**src/rtl/f_wb_scoreboard_pkg.sv**
```systemverilog
// Shared FPU definitions for the FP writeback / scoreboard slice.
//   NumFpRegs : number of architectural FP registers
//   FlagW     : width of the accrued exception flag field {NV,DZ,OF,UF,NX}
//   fp_wb_t   : one pending register-file write (destination, data, flags)
//   wb_src_e  : which source owns the write port in a given cycle
package f_wb_scoreboard_pkg;

  localparam int unsigned NumFpRegs = 32;
  localparam int unsigned FlagW     = 5;
  localparam int unsigned RegIdxW   = 5;
  localparam int unsigned DataW     = 32;

  typedef struct packed {
    logic [RegIdxW-1:0] rd;
    logic [DataW-1:0]   data;
    logic [FlagW-1:0]   flags;
  } fp_wb_t;

  typedef enum logic [1:0] {
    SrcNone,
    SrcLoad,
    SrcFifo,
    SrcFpu
  } wb_src_e;

endpackage

```
**src/rtl/f_wb_fifo.sv**
```systemverilog
// Small holding queue for FPU results that lost write-port arbitration.
//   clk, n_rst   : clock, asynchronous active-low reset (clears pointers/count)
//   push_i       : enqueue push_data_i (ignored when full)
//   pop_i        : dequeue the head entry (ignored when empty)
//   head_o       : oldest entry, valid while empty_o is low
//   empty_o/full_o : occupancy status
module f_wb_fifo
  import f_wb_scoreboard_pkg::*;
#(
  parameter int unsigned FIFO_DEPTH = 2
) (
  input  logic   clk,
  input  logic   n_rst,
  input  logic   push_i,
  input  fp_wb_t push_data_i,
  input  logic   pop_i,
  output fp_wb_t head_o,
  output logic   empty_o,
  output logic   full_o
);

  localparam int unsigned PtrW = (FIFO_DEPTH > 1) ? $clog2(FIFO_DEPTH) : 1;
  localparam int unsigned CntW = $clog2(FIFO_DEPTH + 1);
  localparam logic [PtrW-1:0] LastPtr = PtrW'(FIFO_DEPTH - 1);
  localparam logic [CntW-1:0] FullCnt = CntW'(FIFO_DEPTH);

  fp_wb_t          mem_q [FIFO_DEPTH];
  logic [PtrW-1:0] wr_ptr_q, wr_ptr_d;
  logic [PtrW-1:0] rd_ptr_q, rd_ptr_d;
  logic [CntW-1:0] cnt_q, cnt_d;
  logic            do_push, do_pop;

  assign empty_o = (cnt_q == '0);
  assign full_o  = (cnt_q == FullCnt);
  assign do_push = push_i & ~full_o;
  assign do_pop  = pop_i & ~empty_o;
  assign head_o  = mem_q[rd_ptr_q];

  always_comb begin
    wr_ptr_d = wr_ptr_q;
    rd_ptr_d = rd_ptr_q;
    cnt_d    = cnt_q;
    // Pointers wrap explicitly so non-power-of-two depths work too.
    if (do_push) wr_ptr_d = (wr_ptr_q == LastPtr) ? '0 : wr_ptr_q + 1'b1;
    if (do_pop)  rd_ptr_d = (rd_ptr_q == LastPtr) ? '0 : rd_ptr_q + 1'b1;
    case ({do_push, do_pop})
      2'b10:   cnt_d = cnt_q + 1'b1;
      2'b01:   cnt_d = cnt_q - 1'b1;
      default: cnt_d = cnt_q;
    endcase
  end

  always_ff @(posedge clk or negedge n_rst) begin
    if (!n_rst) begin
      wr_ptr_q <= '0;
      rd_ptr_q <= '0;
      cnt_q    <= '0;
    end else begin
      wr_ptr_q <= wr_ptr_d;
      rd_ptr_q <= rd_ptr_d;
      cnt_q    <= cnt_d;
    end
  end

  // Storage needs no reset: it is only read when the count says it is valid.
  always_ff @(posedge clk) begin
    if (do_push) mem_q[wr_ptr_q] <= push_data_i;
  end

endmodule

```
**src/rtl/f_wb_scoreboard.sv**
```systemverilog
// FP register scoreboard plus single-port register-file writeback arbiter.
//   issue_*        : issue handshake; issue_ready is low while any operand/dest is busy
//   fpu_*          : FPU result stream; fpu_ready is low when the holding queue is full
//   ld_*           : FP load return, always accepted, highest write priority
//   f_wen/f_rd/f_w_data : registered register-file write port
//   fflags / fflags_clr : sticky accrued FP exception flags and their CSR clear
module f_wb_scoreboard
  import f_wb_scoreboard_pkg::*;
#(
  parameter int unsigned NUM_REGS   = NumFpRegs,
  parameter int unsigned FIFO_DEPTH = 2
) (
  input  logic               clk,
  input  logic               n_rst,
  input  logic               issue_valid,
  input  logic [RegIdxW-1:0] issue_rs1,
  input  logic [RegIdxW-1:0] issue_rs2,
  input  logic [RegIdxW-1:0] issue_rd,
  output logic               issue_ready,
  input  logic               fpu_done,
  input  logic [RegIdxW-1:0] fpu_rd,
  input  logic [DataW-1:0]   fpu_data,
  input  logic [FlagW-1:0]   fpu_flags,
  output logic               fpu_ready,
  input  logic               ld_valid,
  input  logic [RegIdxW-1:0] ld_rd,
  input  logic [DataW-1:0]   ld_data,
  output logic               f_wen,
  output logic [RegIdxW-1:0] f_rd,
  output logic [DataW-1:0]   f_w_data,
  output logic [FlagW-1:0]   fflags,
  input  logic               fflags_clr
);

  fp_wb_t              fpu_res, ld_res, fifo_head, sel;
  wb_src_e             src;
  logic                fifo_empty, fifo_full, fpu_acc, fifo_push, fifo_pop;
  logic [NUM_REGS-1:0] busy_q, busy_d;
  logic                f_wen_q, f_wen_d;
  logic [RegIdxW-1:0]  f_rd_q, f_rd_d;
  logic [DataW-1:0]    f_w_data_q, f_w_data_d;
  logic [FlagW-1:0]    fflags_q, fflags_d;

  // Only registered busy is consulted: a register freed this edge is visible next cycle.
  assign issue_ready = ~busy_q[issue_rs1] & ~busy_q[issue_rs2] & ~busy_q[issue_rd];
  assign fpu_ready   = ~fifo_full;
  assign fpu_acc     = fpu_done & fpu_ready;
  assign fpu_res     = '{rd: fpu_rd, data: fpu_data, flags: fpu_flags};
  assign ld_res      = '{rd: ld_rd, data: ld_data, flags: '0};

  // Write-port arbitration: load, then oldest queued result, then a fresh result.
  always_comb begin
    src = SrcNone;
    sel = '0;
    if (ld_valid) begin
      src = SrcLoad;
      sel = ld_res;
    end else if (!fifo_empty) begin
      src = SrcFifo;
      sel = fifo_head;
    end else if (fpu_acc) begin
      src = SrcFpu;
      sel = fpu_res;
    end
  end

  assign fifo_push = fpu_acc & (src != SrcFpu);
  assign fifo_pop  = (src == SrcFifo);

  f_wb_fifo #(
    .FIFO_DEPTH(FIFO_DEPTH)
  ) u_fifo (
    .clk        (clk),
    .n_rst      (n_rst),
    .push_i     (fifo_push),
    .push_data_i(fpu_res),
    .pop_i      (fifo_pop),
    .head_o     (fifo_head),
    .empty_o    (fifo_empty),
    .full_o     (fifo_full)
  );

  always_comb begin
    f_wen_d    = (src != SrcNone);
    f_rd_d     = f_wen_d ? sel.rd : f_rd_q;
    f_w_data_d = f_wen_d ? sel.data : f_w_data_q;

    // Clear first so flags written on the clearing edge still accrue.
    fflags_d = fflags_clr ? '0 : fflags_q;
    if (src == SrcFifo || src == SrcFpu) fflags_d = fflags_d | sel.flags;

    // Set after clear: a new issue to a register being written stays outstanding.
    busy_d = busy_q;
    if (f_wen_d) busy_d[sel.rd] = 1'b0;
    if (issue_valid && issue_ready) busy_d[issue_rd] = 1'b1;
  end

  always_ff @(posedge clk or negedge n_rst) begin
    if (!n_rst) begin
      busy_q     <= '0;
      f_wen_q    <= 1'b0;
      f_rd_q     <= '0;
      f_w_data_q <= '0;
      fflags_q   <= '0;
    end else begin
      busy_q     <= busy_d;
      f_wen_q    <= f_wen_d;
      f_rd_q     <= f_rd_d;
      f_w_data_q <= f_w_data_d;
      fflags_q   <= fflags_d;
    end
  end

  assign f_wen    = f_wen_q;
  assign f_rd     = f_rd_q;
  assign f_w_data = f_w_data_q;
  assign fflags   = fflags_q;

endmodule

```
**config.mk**
```make
export PLATFORM = sky130hd
export DESIGN_NAME = f_wb_scoreboard
export DESIGN_NICKNAME = d
export VERILOG_FILES = /design/src/rtl/f_wb_scoreboard_pkg.sv /design/src/rtl/f_wb_fifo.sv /design/src/rtl/f_wb_scoreboard.sv
export SDC_FILE = /design/constraint.sdc
export NUM_CORES = 1
export LEC_CHECK = 0
export ABC_AREA = 1
export CAP_MARGIN = 10
export CORE_MARGIN = 5
export CORE_UTILIZATION = 50
export DETAILED_ROUTE_END_ITERATION = 10
export PLACE_DENSITY = 0.73
export SLEW_MARGIN = 5
export SYNTH_ARGS = -nofsm -noshare
export SYNTH_HDL_FRONTEND = slang
export SYNTH_SLANG_ARGS = --single-unit
export TNS_END_PERCENT = 50
```
**constraint.sdc**
```tcl
create_clock -name clk -period 5.6 [get_ports clk]
set_input_delay 0.84 -clock clk [delete_from_list [all_inputs] [get_ports clk]]
set_output_delay 0.84 -clock clk [all_outputs]
set_load 0.02 [all_outputs]
```
# ---- Word level (Yosys, flattened, before mapping)
# Memory sizes are Yosys's and may differ from the RTL's.
# Cells that the tools add are included.
dict set report classes {
  n_addsub 4
  n_lt_le_gt_ge 6
  eq_ne 6
  muxes 25
  bitwise 15
  n_reduce_logical 7
}
# cell n
set ops {}
lappend ops {{two-way mux 42 bit} 3}
lappend ops {{two-way mux 32 bit} 2}
lappend ops {{AND 32 bit} 1}
lappend ops {{inverter 32 bit} 1}
lappend ops {{bitwise OR 32 bit} 1}
lappend ops {{less-than comparator 5 x 6 -> 1 bit (second input constant)} 4}
lappend ops {{binary-select mux 1 bit (select 5 bit)} 3}
lappend ops {{demux 1 bit (select 5 bit)} 2}
lappend ops {{>= comparator 5 x 1 -> 1 bit (second input constant)} 2}
lappend ops {{two-way mux 5 bit} 2}
lappend ops {{two-way mux 1 bit} 9}
lappend ops {{== test 2 bit (second input constant)} 4}
lappend ops {{AND 1 bit} 6}
lappend ops {{two-way mux 2 bit} 3}
lappend ops {{inverter 1 bit} 5}
lappend ops {{bitwise OR 5 bit} 1}
lappend ops {{case mux 2 bit (2 select lines)} 1}
lappend ops {{nonzero test 2 bit} 2}
lappend ops {{logical AND 1 bit} 3}
lappend ops {{adder 1 bit (second input constant)} 2}
lappend ops {{adder 2 x 1 -> 2 bit (second input constant)} 1}
lappend ops {{== test 2 x 1 -> 1 bit (second input constant)} 1}
lappend ops {{zero test 2 bit} 1}
lappend ops {{!= test 2 bit (second input constant)} 1}
lappend ops {{2 further kinds} 2}
dict set report totals {
  regBits 79
  ramBits 84
  input_bits 100
  output_inout_bits 45
  elab_cells 72
  mem_count 1
}
# memory depth width read_ports rd_clocked_by_memory_dff wr line
set memory_table {}
lappend memory_table {u_fifo.mem_q 2 42 1 0 1 f_wb_fifo.sv:27} ;# fp_wb_t mem_q [FIFO_DEPTH];

# ---- Depth between registers and ports, before layout
# Gate-level depths: netlist of the first run.
dict set report depth {
  depth_word 15
  depth_mapped 14
  depth_no_buf 12
}

# ---- By module
# From an unflattened synthesis of the first run, not the netlist that was laid out.
dict set report hier_totals {
  cells_unflattened 973
  hier_area_um2 8259.2
}
# mod instances cells_each area_each_um2 seq_area_each_um2
set by_module_without_submodules {}
lappend by_module_without_submodules {f_wb_scoreboard 1 721 4941.0 1876.8}
lappend by_module_without_submodules {f_wb_fifo 1 252 3318.2 2622.5}

# ---- Least setup slack after synthesis of the first run
# No wires, ideal clock.
dict set report synth_path {
  path_type {input-to-reg}
  startpoint {input port ld_valid}
  endpoint {memory u_fifo.mem_q[0][0] (netlist name) (enable)}
  setup_ns 0.442
  arrival_time_ns 3.106
  required_ns 5.158
  path_slack_ns 2.052
  path_stages 3
  n_path_buf 1
  cell_sequence {clkbuf_1 -> o211ai_1 -> nor2_1}
}
dict set report synth_between {
  elab_chain_len 6
}
# item line
set synth_lines {}
lappend synth_lines {{start: declaration} f_wb_scoreboard.sv:25} ;# input logic ld_valid,
lappend synth_lines {{two-way mux 2 bit} f_wb_scoreboard.sv:55} ;# if (ld_valid) begin
lappend synth_lines {{!= test 2 bit} f_wb_scoreboard.sv:67} ;# assign fifo_push = fpu_acc & (src != SrcFpu);
lappend synth_lines {{AND 1 bit} f_wb_scoreboard.sv:67}
lappend synth_lines {{AND 1 bit} f_wb_fifo.sv:35} ;# assign do_push = push_i & ~full_o;
lappend synth_lines {{two-way mux 1 bit} f_wb_fifo.sv:67} ;# if (do_push) mem_q[wr_ptr_q] <= push_data_i;
lappend synth_lines {{two-way mux 1 bit (not written as such)} f_wb_fifo.sv:67}
lappend synth_lines {{end: declaration} f_wb_fifo.sv:27}
# Every way passes these cells.

# ---- Worst setup path after layout of the first run
dict set report layout_path {
  startpoint {input port issue_rs1[0]}
  endpoint {output port issue_ready}
}
dict set report layout_between {
  elab_chain_len 5
}
# item line
set layout_lines {}
lappend layout_lines {{start: declaration} f_wb_scoreboard.sv:16} ;# input logic [RegIdxW-1:0] issue_rs1,
lappend layout_lines {{binary-select mux 1 bit (select 5 bit)} f_wb_scoreboard.sv:45} ;# assign issue_ready = ~busy_q[issue_rs1] & ~busy_q[issue_rs2] & ~busy_q[issue_rd];
lappend layout_lines {{two-way mux 1 bit (not written as such)} f_wb_scoreboard.sv:45}
lappend layout_lines {{inverter 1 bit} f_wb_scoreboard.sv:45}
lappend layout_lines {{AND 1 bit (2 in a row)} f_wb_scoreboard.sv:45}
lappend layout_lines {{end: declaration} f_wb_scoreboard.sv:19} ;# output logic issue_ready,
# Every way passes these cells. The select of a mux whose other input is x is not followed.

==> flow_summary_export.csv, run 1 <==
group,metric,value,unit
grt,grt_pass1_wl,35380,um
die,die_y,137.8,um
flow_run,maxCapViolations,0,
cts,clock_latency,0.42,ns
cts,hold_buffers,0,
grt,track_usage,24.07,%
sta,finalMaxSlewViolations,0,
power_and_ir_drop,combPwrFrac,36.4,%
logic_synthesis,ys_ff_latch,163,
power_and_ir_drop,max-vdd-ir-drop,0.2770,mV
cts,cts_tree,"yes",
run_status,status,"complete, no violations",
critical_path,crit_required,4.76,ns
critical_path,regToRegStartpoint,"u_fifo.cnt_q[0]$_DFFE_PN0P_",
placed_design,place_area,9627,um2
sta,period_minus_slack,4.268,ns
logic_synthesis,synth_area_per_cell,8.769,um2
worst_hold_path,min_path_cells,2,
die,row_count,46,
detailed_routing,first_iter_violations,559,
logic_synthesis,synthesis.area,8164,um2
placed_design,dpl.hpwl,15040,um
die,io_pins,145,
worst_hold_path,hold_path_class,"reg -> reg",
critical_path,crit_arrival,3.43,ns
power_and_ir_drop,clockPowerShare,24.3,%
finish,nets,1156,
critical_path,cpMostUsedCell,"nand2_1",
critical_path,critPathKind,"in -> out",
power_and_ir_drop,p_leak,4.230,nW
grt,overflow,0,
cts,postCtsSetupBuffers,0,
finish,n_antenna_cell,0,
detailed_routing,wirelength,22020,um
finish,design_area,10200,um2
sta,tightest_slew,1.096,ns
logic_synthesis,synth_cell_types,36,
critical_path,crit_chain,"clkdlybuf4s50_1 > inv_2 > nand2_1 > nand3_1 > nand2_1 > a21oi_1 > nand2_1 > nand3_1 > nand2_2 > nor2_4 > and2_1 > clkdlybuf4s50_1",
finish,final_cell_mix,"nand2_1 (257), clkdlybuf4s50_1 (142), nand3_1 (85)",
sta,skew,0.008437,ns
power_and_ir_drop,powerDensity,456.6,nW/um2
detailed_routing,antenna_left,0,
sta,relSlewSlack,26.96,%
critical_path,reg2regPathDepth,10,
die,die_area,18980,um2
finish,final_common_cell,"nand2_1",
sta,hold_viol,0,
logic_synthesis,synthCells,931,
detailed_routing,route.detailed.drc,0,
worst_hold_path,holdPathEnd,"f_rd[3]$_DFFE_PN0N_",
critical_path,critical_path.slowest_cell,"clkdlybuf4s50_1",
critical_path,reg2reg_to,"busy_q[2]$_DFF_PN0_",
placed_design,gp_congestion,1.008,
cts,cts_resized,0,
detailed_routing,post_drt_wl_per_cell,17.15,um
detailed_routing,viasPerCell,5.396,
critical_path,cp-end-kind,"output port",
finish,drive_above_1_share,8.521,%
placed_design,placed_cells,1252,
critical_path,r2r_slack,3.00,ns
power_and_ir_drop,intPower,2.934,mW
detailed_routing,dr_total_vias,6928,
logic_synthesis,ys_seq_area_share,55.11,%
cts,cts_max_level,4,
finish,syn_to_final_growth,24.95,%
placed_design,port_buffers,144,
grt,antenna_found_initial,0,
cts,numCtsBuffers,17,
cts,cts_sinks,163,
die,start_util,51.21,%
cts,clk_pin_slew,0.06,ns
logic_synthesis,synth_nets,1032,
sta,finalSetupViolCount,0,
die,fp.coreArea,15940,um2
sta,fmax,234.3,MHz
logic_synthesis,yosysWarnings,0,
sta,fin_crit_sh,76.22,%
power_and_ir_drop,p_total,4.658,mW
sta,fin_setup_tns,0,ns
finish,stdcell_count,1284,
detailed_routing,drt_pass1_iterations,6,
sta,grt_setup_unrepaired,"false",
worst_hold_path,holdCritStartpoint,"f_rd[3]$_DFFE_PN0N_",
power_and_ir_drop,p_sw_share,37.01,%
critical_path,slowest_delay,0.78,ns
cts,clockRootBuffer,"clkbuf_16",
cts,clockBufferDepth,2,
power_and_ir_drop,seqPwrFrac,39.3,%
power_and_ir_drop,p_sw,1.724,mW
critical_path,path_max_fanout,20,
die,die_x,137.8,um
grt,grt_max_degree,80,
critical_path,cp-start-kind,"primary input",
grt,grt_pass1_vias,6859,
==> metrics by stage <==
| stage | hold slack, ns | util (%) | setup WS (ns) |
|---|---|---|---|
| after detailed placement | 0.4651 | 60.38 | 1.368 |
| after global routing | 0.5094 | 63.99 | 1.143 |
| after floorplan | 0.4552 | - | 2.052 |
| after CTS | 0.4824 | 63.99 | 1.350 |
| after global placement | 0.4650 | 60.38 | 1.322 |
| final | 0.4797 | 63.99 | 1.332 |
==> sequential cells by signal, summed over array words and instances (netlist names) <==
| signal | cells |
|---|---|
| u_fifo.cnt_q | 2 |
| f_w_data | 32 |
| u_fifo.mem_q | 84 |
| f_rd | 5 |
| busy_q | 32 |
| u_fifo.wr_ptr_q | 1 |
| f_wen | 1 |
| u_fifo.rd_ptr_q | 1 |
| fflags | 5 |
==> power groups by stage <==
stage / clock network, mW / registers [mW] / logic (mW)
after global placement: 0 / 1.84 / 1.68
after global routing: 1.20 / 1.87 / 1.88
final: 1.13 / 1.83 / 1.69
after floorplan: 0 / 1.95 / 0.922
after detailed placement: 0 / 1.84 / 1.70
after CTS: 1.15 / 1.83 / 1.71
==> worst max path at each step <==
stage          slack, ns                      endpoint    startpoint
2_1_floorplan       2.05  u_fifo.mem_q[0][0]$_DFFE_PP_      ld_valid
3_3_place_gp        1.32                   issue_ready  issue_rs1[0]
3_5_place_dp        1.37                   issue_ready  issue_rs2[0]
4_1_cts             1.35                   issue_ready  issue_rs1[0]
5_1_grt             1.14                   issue_ready  issue_rs1[0]
6_report            1.33                   issue_ready  issue_rs1[0]
==> worst max-delay path: cells and delay by family <==
kind            cells  cell delay, ns
buf+inv             3            1.76
simple gates        8            0.69
compound gates      1            0.12
==> area by class of cell <==
cell class / count / area, um2
clock buffers: 20 / 446.7
clock inverters: 12 / 127.6
fillers: 1359 / 5742
inverters: 76 / 291.5
multi-input cells: 645 / 3072
flip-flops and latches: 163 / 4499
well taps: 216 / 270.3
repair buffers: 152 / 1494
==> per-layer routing <==
metal  share of wire, %  GRT usage [%]
met5                  0              0
met4                1.5          6.806
met3                7.7          6.428
met2                 47          38.42
met1                 44          32.58
==> synthesized netlist by cell type (all sizes together) <==
master	count	area [um2]
nand2	263	1017
o21ai	86	437.9
nand3	85	425.4
edfxtp	84	2522
nor2	81	340.3
dfrtp	79	1977
inv	75	286.5
nand4	50	312.8
buf	24	225.2
clkbuf	23	96.34
o211ai	21	157.7
or2	21	131.4
a21oi	17	85.08
nor3	9	45.04
a22oi	3	22.52
xor2	3	26.28
o31ai	2	15.01
and2	1	6.260
clkinv	1	5.000
ha	1	12.51
nand3b	1	7.510
xnor2	1	8.760
==> cells by family (layout without fill, tap and decap cells) <==
family                   after synthesis  count (layout)  share of synthesized area [%]
XOR/XNOR                               4               4                         0.4292
AND/OR/NAND/NOR                      511             511                          28.00
adder cells (fa/ha/maj)                1               1                         0.1532
buffers and inverters                123             260                          7.510
AO/OA/AOI/OAI                        129             129                          8.797
flip-flops                           163             163                          55.11
(Power assumes the default switching activity.)
==> inputs of run 2 (changes only) <==
--- a/config.mk
+++ b/config.mk
@@ -8,9 +8,9 @@
 export ABC_AREA = 1
 export CAP_MARGIN = 10
 export CORE_MARGIN = 5
-export CORE_UTILIZATION = 50
+export CORE_UTILIZATION = 48
 export DETAILED_ROUTE_END_ITERATION = 10
-export PLACE_DENSITY = 0.73
+export PLACE_DENSITY = 0.74
 export SLEW_MARGIN = 5
 export SYNTH_ARGS = -nofsm -noshare
 export SYNTH_HDL_FRONTEND = slang
==> constraint.sdc (replaced) <==
create_clock -name clk -period 3.4 [get_ports clk]
set_input_delay 0.51 -clock clk [delete_from_list [all_inputs] [get_ports clk]]
set_output_delay 0.51 -clock clk [all_outputs]
set_load 0.02 [all_outputs]
==> flow_summary_export.csv, run 2 (synthesis gave the netlist of run 1 again) <==
group,metric,value,unit
sta,skew,0.01347,ns
finish,stdcell_count,1298,
die,io_pins,145,
finish,top_register,"u_fifo.mem_q",
finish,fin_util,62.03,%
finish,largest_reg_flops,84,
detailed_routing,wirelength,22860,um
cts,cts_sinks,163,
critical_path,reg2reg_to,"busy_q[22]$_DFF_PN0_",
power_and_ir_drop,intPower,4.848,mW
power_and_ir_drop,p_total,7.739,mW
die,die_area,19720,um2
cts,postCtsSetupBuffers,0,
critical_path,cpMostUsedCell,"nand2_1",
critical_path,critical_path.slowest_cell,"clkdlybuf4s50_1",
grt,antenna_found_initial,0,
detailed_routing,dr_total_vias,7222,
detailed_routing,viasPerCell,5.564,
critical_path,cp-startpoint,"issue_rd[1]",
finish,final_common_cell,"nand2_1",
sta,relSlewSlack,19.20,%
detailed_routing,wl_met1,9721,um
power_and_ir_drop,p_sw_share,37.36,%
sta,fin_setup_tns,0,ns
detailed_routing,post_drt_wl_per_cell,17.61,um
die,start_util,49.06,%
die,fp.coreArea,16640,um2
critical_path,crit_path_end,"issue_ready",
critical_path,cp-end-kind,"output port",
worst_hold_path,hold_path_class,"in -> async",
die,die_x,140.4,um
sta,grt_setup_unrepaired,"false",
placed_design,placed_cells,1266,
sta,timing.hold.ws,0.2445,ns
cts,clk_pin_slew,0.07,ns
cts,hold_buffers,0,
placed_design,port_buffers,144,
sta,finalSetupViolCount,0,
sta,period_minus_slack,3.279,ns
power_and_ir_drop,max-vdd-ir-drop,0.4770,mV
finish,multiInputGateArea,3077,um2
grt,grt_max_degree,80,
detailed_routing,met3_length,2012,um
critical_path,critPathKind,"in -> out",
critical_path,crit_required,2.89,ns
finish,final_cell_mix,"nand2_1 (257), clkdlybuf4s50_1 (143), nand3_1 (85)",
cts,cts_max_level,4,
detailed_routing,route.detailed.drc,0,
sta,fmax,305.0,MHz
sta,finalMaxSlewViolations,0,
finish,fillers,1410,
detailed_routing,highest_layer,"met4",
grt,track_usage,23.28,%
power_and_ir_drop,p_sw,2.892,mW
power_and_ir_drop,seqPwrFrac,39.4,%
detailed_routing,drt_pass1_iterations,9,
finish,regArea,4499,um2
placed_design,gp_congestion,0.9575,
flow_run,maxCapViolations,0,
cts,clock_latency,0.44,ns
cts,cts_tree,"yes",
run_status,status,"complete, no violations",
finish,n_antenna_cell,0,
critical_path,crit_arrival,2.77,ns
critical_path,reg2regPathDepth,7,
sta,fin_crit_sh,96.45,%
detailed_routing,dr_wl_met2,10580,um
finish,nets,1166,
grt,grt_pass1_vias,7004,
cts,clockBufferDepth,2,
critical_path,r2r_slack,0.87,ns
cts,numCtsBuffers,17,
power_and_ir_drop,powerDensity,749.7,nW/um2
sta,tightest_slew,1.208,ns
critical_path,cp-start-kind,"primary input",
finish,drive_above_1_share,9.276,%
detailed_routing,antenna_left,0,
grt,overflow,0,
critical_path,slowest_delay,0.62,ns
power_and_ir_drop,combPwrFrac,36.7,%
critical_path,regToRegStartpoint,"u_fifo.rd_ptr_q$_DFFE_PN0P_",
die,die_y,140.4,um
power_and_ir_drop,p_leak,4.280,nW
cts,clockRootBuffer,"clkbuf_16",
detailed_routing,first_iter_violations,721,
grt,grt_pass1_wl,36930,um
power_and_ir_drop,clockPowerShare,24.0,%
finish,syn_to_final_growth,26.44,%
critical_path,path_max_fanout,11,
sta,hold_viol,0,
critical_path,crit_chain,"clkdlybuf4s50_1 > inv_2 > nand2_4 > inv_1 > a22oi_1 > nand2_1 > nand2_1 > nand2_1 > inv_2 > nand2_4 > nor2_8 > and2_1 > clkdlybuf4s50_1",
placed_design,dpl.hpwl,15680,um
die,row_count,47,
==> run 2: cell types whose count changed in the layout (fill, tap and decap cells not counted), moves of 2 or more <==
cell and delta:
buf_4 +7, buf_12 +3, clkbuf_8 +3, clkinvlp_4 +3, clkinv_4 -2, inv_6 -2
==> run 2: area by class of cell <==
| cell class | instances | area share [%] |
|---|---|---|
| sequential | 163 | 43.59 |
| multi-input combinational | 645 | 29.81 |
| timing repair buffer | 162 | 15.61 |
| clock buffer | 24 | 4.764 |
| inverter | 76 | 2.824 |
| tap | 220 | 2.667 |
| clock inverter | 8 | 0.7394 |
==> run 2: worst min path at each step <==
stage | start | to | slack (ns)
2_1_floorplan | n_rst | busy_q[0]$_DFF_PN0_ | 0.21
3_3_place_gp | f_w_data[30]$_DFFE_PN0N_ | f_w_data[30]$_DFFE_PN0N_ | 0.46
3_5_place_dp | f_rd[3]$_DFFE_PN0N_ | f_rd[3]$_DFFE_PN0N_ | 0.47
4_1_cts | n_rst | busy_q[24]$_DFF_PN0_ | 0.30
5_1_grt | n_rst | busy_q[24]$_DFF_PN0_ | 0.36
6_report | n_rst | busy_q[24]$_DFF_PN0_ | 0.24
==> run 2: worst max-delay path, delay by kind of cell <==
family / cells / cell delay, ns
AND/OR/NAND/NOR: 7 / 0.63
AO/OA/AOI/OAI: 1 / 0.15
buffers and inverters: 5 / 1.49
==> run 2: repair_timing <==
| item | CTS | global route |
|---|---|---|
| hold endpoints to repair | 0 | 0 |
| gates resized for setup | 0 | 1 |
| endpoints found under the setup margin | 0 | 1 |
==> run 2: through the flow <==
stage                     setup WS [ns]  area [um2]
after CTS                        0.1124       10320
after floorplan                  0.1823        8164
after global placement           0.1767        9749
final                            0.1208       10320
after detailed placement         0.1308        9749
after global routing           0.001652       10320
==> run 2: metal layers <==
| layer | vias to the layer above | track usage [%] |
|---|---|---|
| met1 | 3427 | 31.95 |
| met2 | 336 | 35.99 |
| met3 | 52 | 6.783 |
| met4 | 0 | 7.088 |
| met5 | - | 0 |
| li1 | 3407 | - |
==> run 2: power groups by stage <==
| stage | Combinational, mW | Clock (mW) | Sequential, mW |
|---|---|---|---|
| 2_1_floorplan | 1.52 | 0 | 3.21 |
| 3_3_place_gp | 2.79 | 0 | 3.05 |
| 3_5_place_dp | 2.82 | 0 | 3.07 |
| 4_1_cts | 2.84 | 1.87 | 3.04 |
| 5_1_grt | 3.12 | 1.95 | 3.11 |
| 6_report | 2.84 | 1.86 | 3.05 |
